===== config.mk =====
export PLATFORM = sky130hd
export DESIGN_NAME = ddr_to_rgb
export DESIGN_NICKNAME = d
export VERILOG_FILES = /design/src/rtl/ddr_to_rgb_pkg.sv /design/src/rtl/ddr_to_rgb_cmd_gen.sv /design/src/rtl/ddr_to_rgb.sv
export SDC_FILE = /design/constraint.sdc
export NUM_CORES = 1
export LEC_CHECK = 0
export CAP_MARGIN = 10
export CORE_ASPECT_RATIO = 1.75
export CORE_MARGIN = 8
export CORE_UTILIZATION = 50
export CTS_BUF_LIST = sky130_fd_sc_hd__clkbuf_8
export CTS_CLUSTER_DIAMETER = 40
export DETAILED_ROUTE_END_ITERATION = 7
export GPL_TIMING_DRIVEN = 0
export PLACE_DENSITY = 0.87
export SETUP_SLACK_MARGIN = 0.1
export SLEW_MARGIN = 30
export SYNTH_ARGS = -nofsm -noshare
export SYNTH_HDL_FRONTEND = slang
export SYNTH_HIERARCHICAL = 1
export SYNTH_SLANG_ARGS = --single-unit

===== constraint.sdc =====
create_clock -name clk -period 8.8 [get_ports clk]
set_clock_uncertainty 0.05 [all_clocks]
set_input_delay 0.88 -clock clk [delete_from_list [all_inputs] [get_ports clk]]
set_output_delay 0.88 -clock clk [all_outputs]
set_load 0.005 [all_outputs]

===== src/rtl/ddr_to_rgb_pkg.sv =====
// Shared definitions for the frame-buffer read path (DDR -> RGB stream).
// MCB command codes, FSM states and default frame geometry.
package ddr_to_rgb_pkg;

    localparam logic [2:0] MCB_CMD_WRITE = 3'b000;
    localparam logic [2:0] MCB_CMD_READ  = 3'b001;

    localparam int DEF_H_PIXELS = 1024;
    localparam int DEF_V_LINES  = 768;

    localparam int FLUSH_EMPTY_CYCLES = 8;

    typedef enum logic [1:0] {
        ST_FLUSH,
        ST_IDLE,
        ST_RUN,
        ST_DONE
    } rd_state_t;

    function automatic int clog2_min1(input int n);
        int w;
        w = $clog2(n);
        return (w < 1) ? 1 : w;
    endfunction

endpackage


===== src/rtl/ddr_to_rgb_cmd_gen.sv =====
// Burst address/count generator with read-FIFO credit tracking.
// Issues read bursts only while the MCB read FIFO has room for them.
module ddr_rd_cmd_gen
    import ddr_to_rgb_pkg::*;
#(
    parameter int DDR_DATA_WIDTH = 32,
    parameter int ADDR_WIDTH     = 30,
    parameter int BURST_LEN      = 32,
    parameter int RD_FIFO_DEPTH  = 64,
    parameter int H_PIXELS       = DEF_H_PIXELS,
    parameter int V_LINES        = DEF_V_LINES
) (
    input  logic                  clk,
    input  logic                  rst_n,
    input  logic                  i_clear,
    input  logic [ADDR_WIDTH-1:0] i_base,
    input  logic                  i_run,
    input  logic                  i_cmd_full,
    input  logic                  i_pop,
    output logic                  o_cmd_en,
    output logic [ADDR_WIDTH-1:0] o_cmd_addr
);

    localparam int BYTES       = DDR_DATA_WIDTH / 8;
    localparam int FRAME_WORDS = H_PIXELS * V_LINES;
    localparam int BURSTS      = FRAME_WORDS / BURST_LEN;
    localparam int BW          = clog2_min1(BURSTS + 1);
    localparam int OW          = clog2_min1(RD_FIFO_DEPTH + BURST_LEN + 1);

    localparam logic [ADDR_WIDTH-1:0] ADDR_STEP = ADDR_WIDTH'(BURST_LEN * BYTES);
    localparam logic [OW-1:0]         BL_W      = OW'(BURST_LEN);
    localparam logic [OW-1:0]         DEPTH_W   = OW'(RD_FIFO_DEPTH);
    localparam logic [BW-1:0]         BURSTS_W  = BW'(BURSTS);

    logic [ADDR_WIDTH-1:0] r_addr;
    logic [BW-1:0]         r_bursts_left;
    logic [OW-1:0]         r_outstanding;
    logic                  w_credit_ok;
    logic                  w_cmd_en;
    logic [OW-1:0]         w_add;
    logic [OW-1:0]         w_sub;

    assign w_credit_ok = (r_outstanding + BL_W) <= DEPTH_W;
    assign w_cmd_en    = i_run && !i_cmd_full
                      && (r_bursts_left != '0) && w_credit_ok;

    assign w_add = w_cmd_en ? BL_W : '0;
    assign w_sub = i_pop ? OW'(1) : '0;

    always_ff @(posedge clk or negedge rst_n) begin
        if (!rst_n) begin
            r_addr        <= '0;
            r_bursts_left <= '0;
            r_outstanding <= '0;
        end else if (i_clear) begin
            r_addr        <= i_base;
            r_bursts_left <= BURSTS_W;
            r_outstanding <= '0;
        end else begin
            if (w_cmd_en) begin
                r_addr        <= r_addr + ADDR_STEP;
                r_bursts_left <= r_bursts_left - BW'(1);
            end
            // issue and pop in the same cycle net out here
            r_outstanding <= r_outstanding + w_add - w_sub;
        end
    end

    assign o_cmd_en   = w_cmd_en;
    assign o_cmd_addr = r_addr;

endmodule


===== src/rtl/ddr_to_rgb.sv =====
// Frame-buffer reader: fetches one frame from an MCB read port and
// emits it as an AXI-Stream pixel stream (tuser=SOF, tlast=EOL).
module ddr_to_rgb
    import ddr_to_rgb_pkg::*;
#(
    parameter int RGB_WIDTH      = 24,
    parameter int DDR_DATA_WIDTH = 32,
    parameter int ADDR_WIDTH     = 30,
    parameter int BURST_LEN      = 32,
    parameter int RD_FIFO_DEPTH  = 64,
    parameter int H_PIXELS       = DEF_H_PIXELS,
    parameter int V_LINES        = DEF_V_LINES
) (
    input  logic                      clk,
    input  logic                      rst_n,
    input  logic [ADDR_WIDTH-1:0]     frame_base_addr,
    input  logic                      start,
    output logic                      busy,
    output logic                      frame_done,
    output logic                      cmd_en,
    output logic [2:0]                cmd_instr,
    output logic [5:0]                cmd_bl,
    output logic [ADDR_WIDTH-1:0]     cmd_byte_addr,
    input  logic                      cmd_full,
    output logic                      rd_en,
    input  logic [DDR_DATA_WIDTH-1:0] rd_data,
    input  logic                      rd_empty,
    output logic [RGB_WIDTH-1:0]      m_frame_axis_tdata,
    output logic                      m_frame_axis_tvalid,
    input  logic                      m_frame_axis_tready,
    output logic                      m_frame_axis_tuser,
    output logic                      m_frame_axis_tlast
);

    localparam int FRAME_WORDS = H_PIXELS * V_LINES;
    localparam int XW          = clog2_min1(H_PIXELS);
    localparam int YW          = clog2_min1(V_LINES);
    localparam int PW          = clog2_min1(FRAME_WORDS + 1);

    localparam logic [XW-1:0] X_LAST   = XW'(H_PIXELS - 1);
    localparam logic [YW-1:0] Y_LAST   = YW'(V_LINES - 1);
    localparam logic [PW-1:0] FRAME_W  = PW'(FRAME_WORDS);
    localparam logic [2:0]    EMPTY_TH = 3'(FLUSH_EMPTY_CYCLES - 1);

    rd_state_t r_state;
    rd_state_t w_next;

    logic [2:0]           r_empty_cnt;
    logic                 r_flush_en;
    logic [XW-1:0]        r_x;
    logic [YW-1:0]        r_y;
    logic [PW-1:0]        r_pops_left;
    logic [RGB_WIDTH-1:0] r_tdata;
    logic                 r_tvalid;
    logic                 r_tuser;
    logic                 r_tlast;
    logic                 r_tend;

    logic w_accept_start;
    logic w_fire;
    logic w_last_hs;
    logic w_run_pop;
    logic w_flush_pop;
    logic w_in_run;

    assign w_in_run       = (r_state == ST_RUN);
    assign w_accept_start = (r_state == ST_IDLE) && start;
    assign w_fire         = r_tvalid && m_frame_axis_tready;
    assign w_last_hs      = w_fire && r_tend;

    assign w_run_pop = w_in_run && !rd_empty
                    && (!r_tvalid || m_frame_axis_tready)
                    && (r_pops_left != '0);

    // flush pops start one cycle after reset release so rd_en stays low in reset
    assign w_flush_pop = (r_state == ST_FLUSH) && r_flush_en && !rd_empty;

    always_comb begin
        w_next = r_state;
        unique case (r_state)
            ST_FLUSH: if (rd_empty && (r_empty_cnt == EMPTY_TH)) w_next = ST_IDLE;
            ST_IDLE:  if (start) w_next = ST_RUN;
            ST_RUN:   if (w_last_hs) w_next = ST_DONE;
            ST_DONE:  w_next = ST_IDLE;
            default:  w_next = ST_FLUSH;
        endcase
    end

    always_ff @(posedge clk or negedge rst_n) begin
        if (!rst_n) begin
            r_state     <= ST_FLUSH;
            r_empty_cnt <= '0;
            r_flush_en  <= 1'b0;
        end else begin
            r_state    <= w_next;
            r_flush_en <= 1'b1;
            if ((r_state == ST_FLUSH) && rd_empty) begin
                r_empty_cnt <= r_empty_cnt + 3'd1;
            end else begin
                r_empty_cnt <= '0;
            end
        end
    end

    always_ff @(posedge clk or negedge rst_n) begin
        if (!rst_n) begin
            r_tdata     <= '0;
            r_tvalid    <= 1'b0;
            r_tuser     <= 1'b0;
            r_tlast     <= 1'b0;
            r_tend      <= 1'b0;
            r_x         <= '0;
            r_y         <= '0;
            r_pops_left <= '0;
        end else if (w_accept_start) begin
            r_tvalid    <= 1'b0;
            r_x         <= '0;
            r_y         <= '0;
            r_pops_left <= FRAME_W;
        end else if (w_run_pop) begin
            r_tdata     <= rd_data[RGB_WIDTH-1:0];
            r_tvalid    <= 1'b1;
            r_tuser     <= (r_x == '0) && (r_y == '0);
            r_tlast     <= (r_x == X_LAST);
            r_tend      <= (r_pops_left == PW'(1));
            r_pops_left <= r_pops_left - PW'(1);
            if (r_x == X_LAST) begin
                r_x <= '0;
                r_y <= (r_y == Y_LAST) ? '0 : r_y + YW'(1);
            end else begin
                r_x <= r_x + XW'(1);
            end
        end else if (w_fire) begin
            r_tvalid <= 1'b0;
        end
    end

    ddr_rd_cmd_gen #(
        .DDR_DATA_WIDTH (DDR_DATA_WIDTH),
        .ADDR_WIDTH     (ADDR_WIDTH),
        .BURST_LEN      (BURST_LEN),
        .RD_FIFO_DEPTH  (RD_FIFO_DEPTH),
        .H_PIXELS       (H_PIXELS),
        .V_LINES        (V_LINES)
    ) u_cmd_gen (
        .clk        (clk),
        .rst_n      (rst_n),
        .i_clear    (w_accept_start),
        .i_base     (frame_base_addr),
        .i_run      (w_in_run),
        .i_cmd_full (cmd_full),
        .i_pop      (w_run_pop),
        .o_cmd_en   (cmd_en),
        .o_cmd_addr (cmd_byte_addr)
    );

    generate
        if (DDR_DATA_WIDTH > RGB_WIDTH) begin : g_hi
            logic w_unused_hi;
            assign w_unused_hi = ^rd_data[DDR_DATA_WIDTH-1:RGB_WIDTH];
        end
    endgenerate

    assign rd_en      = w_run_pop || w_flush_pop;
    assign busy       = w_in_run || ((r_state == ST_FLUSH) && r_flush_en);
    assign frame_done = (r_state == ST_DONE);
    assign cmd_instr  = MCB_CMD_READ;
    assign cmd_bl     = 6'(BURST_LEN - 1);

    assign m_frame_axis_tdata  = r_tdata;
    assign m_frame_axis_tvalid = r_tvalid;
    assign m_frame_axis_tuser  = r_tuser;
    assign m_frame_axis_tlast  = r_tlast;

endmodule


# [Word-level counts from Yosys, hierarchy flattened]
# Cells that the tools add are included.
[word_totals] out_inout_bits=70 word_cells=91 n_memories=0 ramBits=0 register_bits=126 romBits=0 in_bits=68 latch_bits=0
[classes] n_mul=0 n_lt_le_gt_ge=1 reduce_logical=32 mux=24 n_eq_ne=10 n_bitwise=1 n_div=0 add_sub_neg=9 shifts=0
[op_table] cell="10-bit two-way mux" count=7
[op_table] cell="30-bit two-way mux" count=2
[op_table] cell="20-bit two-way mux" count=2
[op_table] cell="30-bit by 8-bit adder with 30-bit output, second input constant" count=1
[op_table] cell="15-bit two-way mux" count=2
[op_table] cell="10-bit by 1-bit adder with 10-bit output, second input constant" count=2
[op_table] cell="10-bit == test, second input constant" count=2
[op_table] cell="20-bit by 1-bit == test with 1-bit output, second input constant" count=1
[op_table] cell="10-bit zero test" count=2
[op_table] cell="20-bit nonzero test" count=1
[op_table] cell="20-bit by 1-bit subtractor with 20-bit output, second input constant" count=1
[op_table] cell="15-bit nonzero test" count=1
[op_table] cell="15-bit by 1-bit subtractor with 15-bit output, second input constant" count=1
[op_table] cell="1-bit logical AND" count=14
[op_table] cell="2-bit case mux with 4 select lines" count=1
[op_table] cell="7-bit by 6-bit adder with 7-bit output, second input constant" count=1
[op_table] cell="7-bit adder" count=1
[op_table] cell="7-bit <= comparator, second input constant" count=1
[op_table] cell="7-bit two-way mux" count=1
[op_table] cell="7-bit subtractor" count=1
[op_table] cell="2-bit two-way mux" count=3
[op_table] cell="6-bit two-way mux" count=1
[op_table] cell="2-bit nonzero test" count=3
[op_table] cell="2-bit == test, second input constant" count=2
[op_table] cell="14 further kinds" count=23

# [Logic depth before layout (Yosys ltp)]
# Gate-level depths: netlist of run 1.
[depth] word_depth=8 depth_mapped=16 depth_no_buf=15

# [Modules after synthesis]
# The synthesis of run 1 kept the hierarchy.
[by_module_without_submodules] mod="ddr_to_rgb" instances=1 seq_area_each_um2=1851.8 area_each_um2=3833.7 cells_per_inst=362
[by_module_without_submodules] mod="ddr_rd_cmd_gen" instances=1 seq_area_each_um2=1301.2 area_each_um2=2956.6 cells_per_inst=316

# [Worst setup path after synthesis of run 1]
# Ideal clock, no wire load.
[synth_path] path_kind="register to register" from="reg r_pops_left[4]" to="reg u_cmd_gen.r_outstanding[5]" n_path_buf=1 required_time_ns=8.618 arrival_ns=3.021 path_stages_with_launch=15 synth_period_minus_slack_ns=3.202 setup_slack_ns=5.598 setup_time_ns=0.132 cell_sequence="dfrtp_1 -> or4_4 -> or3_4 -> buf_6 -> o21ai_2 -> inv_1 -> ha_1 -> inv_1 -> ha_1 -> inv_1 -> fa_1 -> o21bai_1 -> a21oi_1 -> xor2_1 -> nor2_1"
[synth_between] elab_chain_cells=5
[synth_rtl] element="start: declaration" line_no="ddr_to_rgb.sv:52" source="logic [PW-1:0] r_pops_left;"
[synth_rtl] element="start signal: assignment" line_no="ddr_to_rgb.sv:126" source="r_pops_left <= r_pops_left - PW'(1);"
[synth_rtl] element="20-bit nonzero test" line_no="ddr_to_rgb.sv:73" source="&& (r_pops_left != '0);"
[synth_rtl] element="1-bit logical AND" line_no="ddr_to_rgb.sv:73"
[synth_rtl] element="via w_run_pop" line_no="ddr_to_rgb.sv:62" source="logic w_run_pop;"
[synth_rtl] element="1-bit two-way mux" line_no="ddr_to_rgb_cmd_gen.sv:48" source="assign w_sub = i_pop ? OW'(1) : '0;"
[synth_rtl] element="7-bit subtractor" line_no="ddr_to_rgb_cmd_gen.sv:65" source="r_outstanding <= r_outstanding + w_add - w_sub;"
[synth_rtl] element="7-bit two-way mux" line_no="ddr_to_rgb_cmd_gen.sv:55" source="end else if (i_clear) begin"
[synth_rtl] element="end signal: assignment" line_no="ddr_to_rgb_cmd_gen.sv:65"
[synth_rtl] element="end: declaration" line_no="ddr_to_rgb_cmd_gen.sv:37" source="logic [OW-1:0] r_outstanding;"
# The timed path passes the listed nets, and every way through them passes these cells.
# A chain may end at the register's enable or synchronous reset.

# [Worst setup path after layout of run 1]
[layout_path] from="reg r_pops_left[10]" to="out rd_en"
[layout_between] elab_chain_cells=3
[layout_rtl] element="20-bit nonzero test" line_no="ddr_to_rgb.sv:73"
[layout_rtl] element="1-bit logical AND" line_no="ddr_to_rgb.sv:73"
[layout_rtl] element="1-bit logical OR" line_no="ddr_to_rgb.sv:164" source="assign rd_en = w_run_pop || w_flush_pop;"
[layout_rtl] element="end: declaration" line_no="ddr_to_rgb.sv:25" source="output logic rd_en,"
# No other way between the ends.

==> results of run 1 <==
## final timing paths
check | depth (start not counted) | end | start | slack, ns
worst max-delay path | 5 | rd_en | r_pops_left[10] | 4.66
worst min-delay path | 1 | u_cmd_gen/o_cmd_addr[1] | rst_n | 0.30
worst max register to register | 13 | u_cmd_gen/r_outstanding[5] | r_pops_left[10] | 4.97
worst min register to register | 1 | r_empty_cnt[0] | r_empty_cnt[0] | 0.38
max in group asynchronous | 2 | r_state[1] | rst_n | 7.67
min in group clk | 1 | r_empty_cnt[0] | r_empty_cnt[0] | 0.38
## placed cells by master (no fill, tap or decap), types with 8 or more instances in the layout
master           netlist  final
clkbuf_1              19     19
nor4_1                19     18
nor2_1                61     61
buf_4                 11     11
inv_1                 22     22
clkdlybuf4s50_1        0    119
and4_1                 9      9
nand4_1               14     14
or3_1                 14     14
o21ai_0               34     34
a21oi_1               21     21
nand2_1               64     64
clkbuf_8               0     17
nand2b_1               8      8
nor3_1                17     17
conb_1                 2     10
a31oi_1                8      8
xor2_1                14     14
nand3_1               22     22
xnor2_1               33     33
dfrtp_1              126    126
mux2_2                29     29
ha_1                  23     23
## stage by stage
step | setup slack, ns | hold slack (ns) | power, mW
after floorplan | 5.60 | 0.356 | 1.74
after global placement | 1.77 | 0.369 | 2.23
after detailed placement | 4.68 | 0.373 | 2.28
after CTS | 4.66 | 0.303 | 2.88
after global routing | 4.41 | 0.314 | 3.07
final | 4.66 | 0.299 | 2.87
## sequential cells by signal, indices dropped and copies added (netlist names)
register / flops
u_cmd_gen/o_cmd_addr: 30
m_frame_axis_tdata: 24
r_pops_left: 20
u_cmd_gen/r_bursts_left: 15
r_x: 10
r_y: 10
u_cmd_gen/r_outstanding: 7
r_empty_cnt: 3
r_state: 2
m_frame_axis_tlast: 1
m_frame_axis_tuser: 1
m_frame_axis_tvalid: 1
r_flush_en: 1
r_tend: 1
## cell families after synthesis
| logic type | count (synthesis) | synth area share [%] |
|---|---|---|
| AO/OA/AOI/OAI | 105 | 10.2 |
| XOR/XNOR | 47 | 6.06 |
| adder cells (fa/ha/maj) | 24 | 4.53 |
| buffers and inverters | 62 | 4.33 |
| flip-flops | 126 | 46.4 |
| multiplexers | 34 | 5.58 |
| other | 2 | 0.111 |
| AND/OR/NAND/NOR | 278 | 22.7 |
## worst max-delay path: cells and delay by family (launching register included)
kind                   cells  cell delay, ns
AO/OA/AOI/OAI              2            0.78
buffers and inverters      1            0.50
flip-flops                 1            0.42
AND/OR/NAND/NOR            2            1.08
## routing by layer
metal / vias up / part of all wire (%)
li1: 2714 / -
met4: 0 / 3.4
met1: 2801 / 35
met3: 47 / 6.3
met5: - / 0
met2: 221 / 55
## power breakdown
group          internal (mW)  leakage, nW  switching (mW)  total (mW)
Sequential             0.789         1.61           0.193       0.983
Clock                  0.343        0.233           0.246       0.589
Combinational          0.669         1.77           0.626        1.29
Total                   1.80         3.61            1.07        2.87
## cell type report
cell class / count / area [sq um] / share of cell area, %
Buffer: 37 / 200 / 2.29
Clock buffer: 17 / 234 / 2.68
Clock inverter: 14 / 229 / 2.62
Inverter: 25 / 93.8 / 1.07
Multi-Input combinational cell: 498 / 3380 / 38.7
Sequential cell: 126 / 3150 / 36.1
Tap cell: 174 / 218 / 2.49
Timing Repair Buffer: 121 / 1230 / 14.1
==> flow_metrics.py, run 1 <==
metrics = {
    "logic_synthesis": {
        "ys.flop_type": "dfrtp_1",
        "netlist_area_sq_um": 6790,
        "avgSynthCellArea_sq_um": 10.0,
        "synthArstFlopShare_pct": 100,
        "ys_top_cells_by_area": "dfrtp_1 (46%), mux2_2 (4.8%), xnor2_1 (4.3%)",
        "yosys.area.top_type": "dfrtp_1",
        "ys_seq_elements": 126,
        "synthMostInstantiatedCell": "dfrtp_1",
        "syn_inst": 678,
        "synth_edf_count": 0,
        "yosys-top-cells-count": "dfrtp_1 (126), nand2_1 (64), nor2_1 (61)",
        "yosysSeqAreaShare_pct": 46.4,
        "ys_warn_count": 6,
        "synth_cell_types": 63,
        "synth_top_area_share_pct": 46.4,
    },
    "clocking": {
        "clockBufferDepth": 2,
        "htreeDepth": 4,
        "cts_setup_buffers": 0,
        "insertion_delay_ns": 0.44,
        "post_cts_resized": 0,
        "path_clk_slew_ns": 0.08,
        "cts.sinks": 126,
        "hold_buffers": 0,
        "cts_root_buf": "clkbuf_8",
        "cts_tree": "done",
        "cts_buffers": 17,
    },
    "cells_and_area": {
        "num_antenna_cells": 0,
        "area_delta_synth_final_pct": 28.7,
        "layout.nets": 918,
        "nFillCells": 1009,
        "finish.instance_area_sq_um": 8740,
        "final_layout_size_suffix_gt1_share_pct": 12.9,
        "stdcell_count": 1012,
        "utilization_pct": 65.7,
    },
    "setup_path": {
        "cpMaxStageDelayCell": "nor4_1",
        "cp.required_ns": 7.87,
        "path_class": "reg -> out",
        "cp-start-kind": "register",
        "max_stage_delay_ns": 0.56,
        "path_cells": "nor4_1 -> nand4b_1 -> o21ai_2 -> o21ai_0 -> clkdlybuf4s50_1",
        "arrival_ns": 3.21,
        "crit_path_max_fanout": 9,
        "crit_path_end_kind": "output port",
    },
    "placed_design": {
        "io_buffer_count": 120,
        "hpwl_microns": 12900,
        "dp.cells": 981,
        "place_area_sq_um": 8270,
        "gp_congestion": 0.902,
    },
    "drt": {
        "final_antenna_net_count": 0,
        "drt_wl_total_microns": 17500,
        "vias": 5783,
        "drc": 0,
        "drt-wirelength-per-cell_microns": 17.3,
        "drt_iter0_drc": 295,
        "vias_per_cell": 5.71,
        "drtPass1Iterations": 5,
    },
    "sta": {
        "fin_crit_ns": 4.14,
        "max_freq_ghz": 0.242,
        "maxSlewViolCount": 0,
        "hold_viol_final": 0,
        "slew_headroom_pct": 38.6,
        "tightest_slew_ns": 0.914,
        "rsz0062_at_grt": "no",
        "setup_tns_ns": 0,
        "min_period_over_period_pct": 47.0,
        "setup_viol": 0,
    },
    "floorplan": {
        "initial_core_util_pct": 51.0,
        "die_area_sq_um": 17700,
        "die_w_microns": 104,
        "rows": 56,
        "core_sq_um": 13300,
        "die_y_microns": 170,
        "num_io_pins": 138,
    },
    "outcome": {
        "status": "finished, final reports clean",
    },
    "pwr": {
        "ir_drop_v": 0.000196,
        "powerDensity_nw_per_um2": 328,
        "p_leak_nw": 3.61,
    },
    "global_route": {
        "grt_usage_pct": 20.1,
        "grt_pass1_wl_microns": 28900,
        "globalRouteOverflowTotal": 0,
        "grt_pass1_vias": 5972,
        "grt_util_met1_pct": 20.0,
        "met3_usage_pct": 6.06,
        "use_met2_pct": 37.5,
        "antenna_found_initial": 0,
        "top_usage_layer": "met2",
        "grt_max_degree": 72,
    },
    "worst_hold_path": {
        "hold_class": "in -> async",
    },
    "flow_run": {
        "drv_cap": 0,
    },
}
(Power assumes the default switching activity.)
==> run 2: changes to the inputs <==
- CORE_UTILIZATION: 50 -> 48
- clock period: 8.8 -> 3.7 ns (I/O delays scaled with it)
==> run 2 against run 1 <==
Sequential share of layout area is 0.24 points lower. Die area is 3.6% higher. Sequential power is 140% higher. Combinational power is 140% higher. Sequential cell count stayed put. Critical endpoint is now u_cmd_gen/r_outstanding[5]. Largest power group unchanged.
==> flow_metrics.py, run 2 (synthesis gave the netlist of run 1 again) <==
metrics = {
    "outcome": {
        "status": "finished, final reports clean",
    },
    "sta": {
        "rsz0062_at_grt": "no",
        "whs_ns": 0.331,
        "hold_viol_final": 0,
        "maxSlewViolCount": 0,
        "max_freq_ghz": 0.300,
        "setup_viol": 0,
        "min_period_over_period_pct": 90.0,
        "slew_headroom_pct": 37.4,
        "fin_crit_ns": 3.33,
        "setup_tns_ns": 0,
        "tightest_slew_ns": 0.932,
    },
    "floorplan": {
        "core_sq_um": 13800,
        "die_y_microns": 173,
        "rows": 57,
        "num_io_pins": 138,
        "die_w_microns": 106,
        "initial_core_util_pct": 49.1,
        "die_area_sq_um": 18400,
    },
    "clocking": {
        "path_clk_slew_ns": 0.08,
        "cts_root_buf": "clkbuf_8",
        "cts.sinks": 126,
        "cts_buffers": 17,
        "htreeDepth": 4,
        "clockBufferDepth": 2,
        "insertion_delay_ns": 0.45,
        "cts_tree": "done",
    },
    "global_route": {
        "globalRouteOverflowTotal": 0,
        "grt_pass1_vias": 6031,
        "grt_max_degree": 89,
        "grt_pass1_wl_microns": 29200,
        "grt_usage_pct": 19.4,
        "antenna_found_initial": 0,
    },
    "pwr": {
        "power_frac_clock_pct": 20.3,
        "power_frac_comb_pct": 45.4,
        "p_int_mw": 4.23,
        "p_switching_mw": 2.58,
        "p_leak_nw": 3.64,
        "p_sw_share_pct": 37.9,
        "ir_drop_v": 0.000413,
        "powerDensity_nw_per_um2": 774,
        "power_frac_seq_pct": 34.3,
    },
    "drt": {
        "met1_length_microns": 6510,
        "drt-wirelength-per-cell_microns": 17.1,
        "drt_iter0_drc": 227,
        "dr_wl_met2_microns": 9700,
        "drc": 0,
        "drtPass1Iterations": 4,
        "drt_wl_total_microns": 17500,
        "vias_per_cell": 5.64,
        "vias": 5766,
        "top_layer": "met4",
        "met3_wirelength_microns": 907,
        "final_antenna_net_count": 0,
    },
    "placed_design": {
        "place_area_sq_um": 8280,
        "hpwl_microns": 12700,
        "io_buffer_count": 120,
        "dp.cells": 984,
        "gp_congestion": 0.855,
    },
    "cells_and_area": {
        "most-common-layout-cells": "dfrtp_1 (126), clkdlybuf4s50_1 (119), nand2_1 (64)",
        "layout_commonest_cell": "dfrtp_1",
        "largest_reg_flops": 30,
        "regArea_sq_um": 3150,
        "final_layout_size_suffix_gt1_share_pct": 13.6,
        "multi_input_area_sq_um": 3390,
        "nFillCells": 1130,
        "stdcell_count": 1023,
        "area_delta_synth_final_pct": 29.6,
        "layout.nets": 925,
        "finish.instance_area_sq_um": 8800,
        "num_antenna_cells": 0,
    },
    "setup_path": {
        "crit_path_max_fanout": 10,
        "cp.required_ns": 4.01,
        "path_class": "reg -> reg",
        "reg2reg_depth": 14,
        "crit_path_end_kind": "register",
        "r2r-end": "u_cmd_gen/r_outstanding[5]",
        "arrival_ns": 3.64,
        "r2r_slack_ns": 0.37,
        "r2r_start": "r_pops_left[4]",
        "cp-start-kind": "register",
    },
    "worst_hold_path": {
        "hold_class": "in -> async",
    },
    "flow_run": {
        "drv_cap": 0,
    },
}
## run 2: cell count changes in the layout (fill, tap and decap cells not counted), sizes merged
cell         change
buf              +6
bufinv           -1
clkinv           -1
clkinvlp         +1
dlygate4sd3      +1
inv              +2
## run 2: per-layer routing
metal	global-route usage [%]	vias up
met4	7.96	0
met1	20.0	2826
met3	5.58	35
met5	0	-
met2	35.3	178
li1	-	2727
## run 2: worst max path at each step
| stage | from | endpoint | cells past startpoint |
|---|---|---|---|
| after floorplan | r_pops_left[4] | u_cmd_gen/r_outstanding[5] | 14 |
| final | r_pops_left[4] | u_cmd_gen/r_outstanding[5] | 14 |
| after CTS | r_pops_left[4] | u_cmd_gen/r_outstanding[5] | 14 |
| after global placement | rst_n | m_frame_axis_tdata[10] | 1 |
| after global routing | r_state[0] | u_cmd_gen/r_outstanding[5] | 16 |
| after detailed placement | r_pops_left[10] | u_cmd_gen/r_outstanding[5] | 13 |
## run 2: per-stage QoR
stage | util, % | power (mW) | setup WS, ns
2_1_floorplan | - | 4.15 | 0.498
3_3_place_gp | 59.6 | 5.31 | -2.79
3_5_place_dp | 59.8 | 5.41 | -0.130
4_1_cts | 63.3 | 6.85 | 0.148
5_1_grt | 63.6 | 7.30 | 0.150
6_report | 63.6 | 6.81 | 0.371
## run 2: power groups by stage
stage,clock network [mW],registers (mW),logic (mW)
final,1.38,2.34,3.09
after detailed placement,0,2.35,3.07
after global routing,1.48,2.41,3.42
after global placement,0,2.32,2.99
after CTS,1.42,2.33,3.11
after floorplan,0,2.29,1.86
## run 2: cell type report
type	instances	share of cell area, %
clock buffer	17	2.66
clock inverter	15	2.50
inverter	25	1.07
tap	177	2.52
timing repair buffer	128	14.6
multi-input combinational	498	38.5
sequential	126	35.8
buffer	37	2.28
## run 2: critical path: stages (launching register included)
cell	delay [ns]
dfrtp_1	0.40
or4_4	0.57
or3_4	0.36
buf_6	0.16
o21ai_4	0.16
inv_1	0.17
ha_1	0.23
inv_1	0.05
ha_1	0.16
inv_1	0.06
fa_1	0.39
o21bai_1	0.15
a21oi_1	0.09
xor2_1	0.14
nor2_1	0.12
## run 2: repair_timing
item / in CTS / in global routing
buffers inserted: 1 / 5
hold buffers: 1 / 0
endpoints found under the setup margin: 2 / 2
endpoints found under the hold margin: 38 / 0
resized for setup: 1 / 0
pin swaps: 1 / 2
==> run 3: changes to the inputs <==
- ABC_AREA: not set -> 1
- CORE_UTILIZATION: 48 -> 50
- PLACE_DENSITY: 0.87 -> 0.89
==> run 3 against run 2 <==
Sequential power increased by 3%. Register-to-register slack about the same. Largest power group unchanged. Critical endpoint unchanged. Design area increased by 7.3%. Maximum frequency increased by 0.17%. Combinational power increased by 25%. Sequential cell count unchanged. Critical path type unchanged.
==> flow_metrics.py, run 3 <==
metrics = {
    "outcome": {
        "status": "finished, final reports clean",
    },
    "logic_synthesis": {
        "ys_warn_count": 6,
        "syn_inst": 1067,
        "netlist_area_sq_um": 7560,
        "ys_top_cells_by_area": "dfrtp_1 (42%), nand2_1 (21%), nor2_1 (6.2%)",
        "synthArstFlopShare_pct": 100,
        "yosys-top-cells-count": "nand2_1 (421), dfrtp_1 (126), nor2_1 (125)",
        "ys.flop_type": "dfrtp_1",
        "ys_seq_elements": 126,
        "avgSynthCellArea_sq_um": 7.09,
        "yosysSeqAreaShare_pct": 41.7,
        "synth_top_area_share_pct": 41.7,
        "synthMostInstantiatedCell": "nand2_1",
        "synth_edf_count": 0,
        "yosys.area.top_type": "dfrtp_1",
        "synth_cell_types": 41,
    },
    "cells_and_area": {
        "most-common-layout-cells": "nand2_1 (421), dfrtp_1 (126), nor2_1 (125)",
        "num_antenna_cells": 0,
        "nFillCells": 1311,
        "layout.nets": 1308,
        "area_delta_synth_final_pct": 24.9,
        "layout_commonest_cell": "nand2_1",
        "largest_reg_flops": 30,
        "utilization_pct": 63.6,
        "final_layout_size_suffix_gt1_share_pct": 7.01,
    },
    "setup_path": {
        "cp-start-kind": "register",
        "r2r_slack_ns": 0.38,
        "crit_path_max_fanout": 10,
        "crit_path_end_kind": "register",
        "cpMaxStageDelayCell": "fa_1",
        "path_cells": "inv_1 -> ha_1 -> nand2_1 -> nor2_1 -> nand3_2 -> nand2_2 -> inv_2 -> buf_2 -> ha_1 -> inv_1 -> ha_1 -> inv_1 -> fa_1 -> o31ai_1 -> o21ai_0 -> a21oi_1",
        "cp.required_ns": 4.01,
        "r2r_start": "r_pops_left[0]",
        "arrival_ns": 3.63,
        "reg2reg_depth": 16,
        "max_stage_delay_ns": 0.42,
        "path_class": "reg -> reg",
        "r2r-end": "u_cmd_gen/r_outstanding[5]",
    },
    "pwr": {
        "p_leak_nw": 4.76,
        "ir_drop_v": 0.000508,
        "fin_total_pwr_mw": 7.43,
        "powerDensity_nw_per_um2": 786,
    },
    "sta": {
        "setup_ws_ns": 0.377,
        "whs_ns": 0.381,
        "rsz0062_at_grt": "no",
        "max_freq_ghz": 0.301,
        "hold_viol_final": 0,
        "slew_headroom_pct": 59.5,
        "fin_crit_ns": 3.32,
        "tightest_slew_ns": 0.607,
        "min_period_over_period_pct": 89.8,
        "setup_tns_ns": 0,
        "maxSlewViolCount": 0,
        "setup_viol": 0,
    },
    "clocking": {
        "cts.sinks": 126,
        "cts_buffers": 17,
        "post_cts_resized": 0,
        "htreeDepth": 4,
        "path_clk_slew_ns": 0.07,
        "cts_tree": "done",
        "insertion_delay_ns": 0.43,
        "cts_root_buf": "clkbuf_8",
        "clockBufferDepth": 2,
    },
    "drt": {
        "vias": 7584,
        "final_antenna_net_count": 0,
        "drtPass1Iterations": 5,
        "drt-wirelength-per-cell_microns": 16.3,
        "vias_per_cell": 5.38,
        "drc": 0,
        "drt_iter0_drc": 539,
        "drt_wl_total_microns": 23000,
    },
    "global_route": {
        "grt_max_degree": 83,
        "antenna_found_initial": 0,
        "grt_pass1_vias": 7557,
        "grt_usage_pct": 23.8,
        "globalRouteOverflowTotal": 0,
        "grt_pass1_wl_microns": 36100,
    },
    "floorplan": {
        "die_w_microns": 109,
        "initial_core_util_pct": 51.0,
        "die_y_microns": 179,
        "die_area_sq_um": 19500,
        "rows": 59,
        "num_io_pins": 138,
        "core_sq_um": 14800,
    },
    "placed_design": {
        "gp_congestion": 0.980,
        "dp_slack_ns": 0.423,
        "hpwl_microns": 17500,
        "io_buffer_count": 120,
    },
    "worst_hold_path": {
        "hold_start": "r_empty_cnt[0]",
        "worstHoldPathCells": 1,
        "worstHoldEndpoint": "r_empty_cnt[0]",
        "hold_class": "reg -> reg",
    },
    "flow_run": {
        "drv_cap": 0,
    },
}
## run 3: area by class of cell
class / instances / area, sq um / area share (%)
plain buffers: 40 / 255 / 2.70
clock buffers: 19 / 262 / 2.77
well taps: 183 / 229 / 2.42
clock inverters: 11 / 119 / 1.26
inverters: 88 / 335 / 3.55
flip-flops and latches: 126 / 3150 / 33.4
repair buffers: 122 / 1240 / 13.2
multi-input cells: 821 / 3850 / 40.7
## run 3: critical path, delay by kind of cell (launching register included)
kind,cells,cell delay [ns]
flops,1,0.41
compound gates,3,0.60
simple gates,4,0.47
fa+ha+maj,4,1.03
buf+inv,5,0.71
## run 3: cells by family after synthesis
| kind of cell | share of synthesized area, % |
|---|---|
| other | 0.0993 |
| AND/OR/NAND/NOR | 39.4 |
| buffers and inverters | 7.81 |
| XOR/XNOR | 2.66 |
| adder cells (fa/ha/maj) | 4.07 |
| flip-flops | 41.7 |
| AO/OA/AOI/OAI | 4.22 |
## run 3: repair_timing
item | in CTS | in global routing
hold buffers | 1 | 0
buffers inserted | 0 | 0
endpoints found under the hold margin | 44 | 0
## run 3: worst max-delay path by stage
stage	start	endpoint	slack (ns)	depth (start not counted)
6_report	r_pops_left[0]	u_cmd_gen/r_outstanding[5]	0.38	16
5_1_grt	r_pops_left[0]	u_cmd_gen/r_outstanding[5]	0.22	16
4_1_cts	r_pops_left[0]	u_cmd_gen/r_outstanding[5]	0.43	16
3_5_place_dp	m_frame_axis_tready	u_cmd_gen/r_outstanding[5]	0.42	14
3_3_place_gp	rst_n	u_cmd_gen/o_cmd_addr[12]	-2.88	1
2_1_floorplan	r_pops_left[0]	u_cmd_gen/r_outstanding[5]	0.99	16
## run 3: routing by layer
layer	GRT usage [%]	vias to the layer above	routed length, microns
li1	-	3658	-
met1	23.1	3548	8090
met2	44.4	303	12400
met3	4.54	75	1410
met4	14.9	0	1190
met5	0	-	0
## run 3: per-stage QoR
stage	cells	cell area (sq um)
after floorplan	1075	7590
after global placement	1378	9020
after detailed placement	1379	9050
after CTS	1410	9440
after global routing	1410	9440
final	1410	9440
## run 3: power breakdown
part / leakage, nW / internal, mW / switching (mW) / total, mW
Sequential: 1.64 / 1.89 / 0.515 / 2.40
Clock: 0.185 / 0.622 / 0.548 / 1.17
Combinational: 2.94 / 1.60 / 2.25 / 3.86
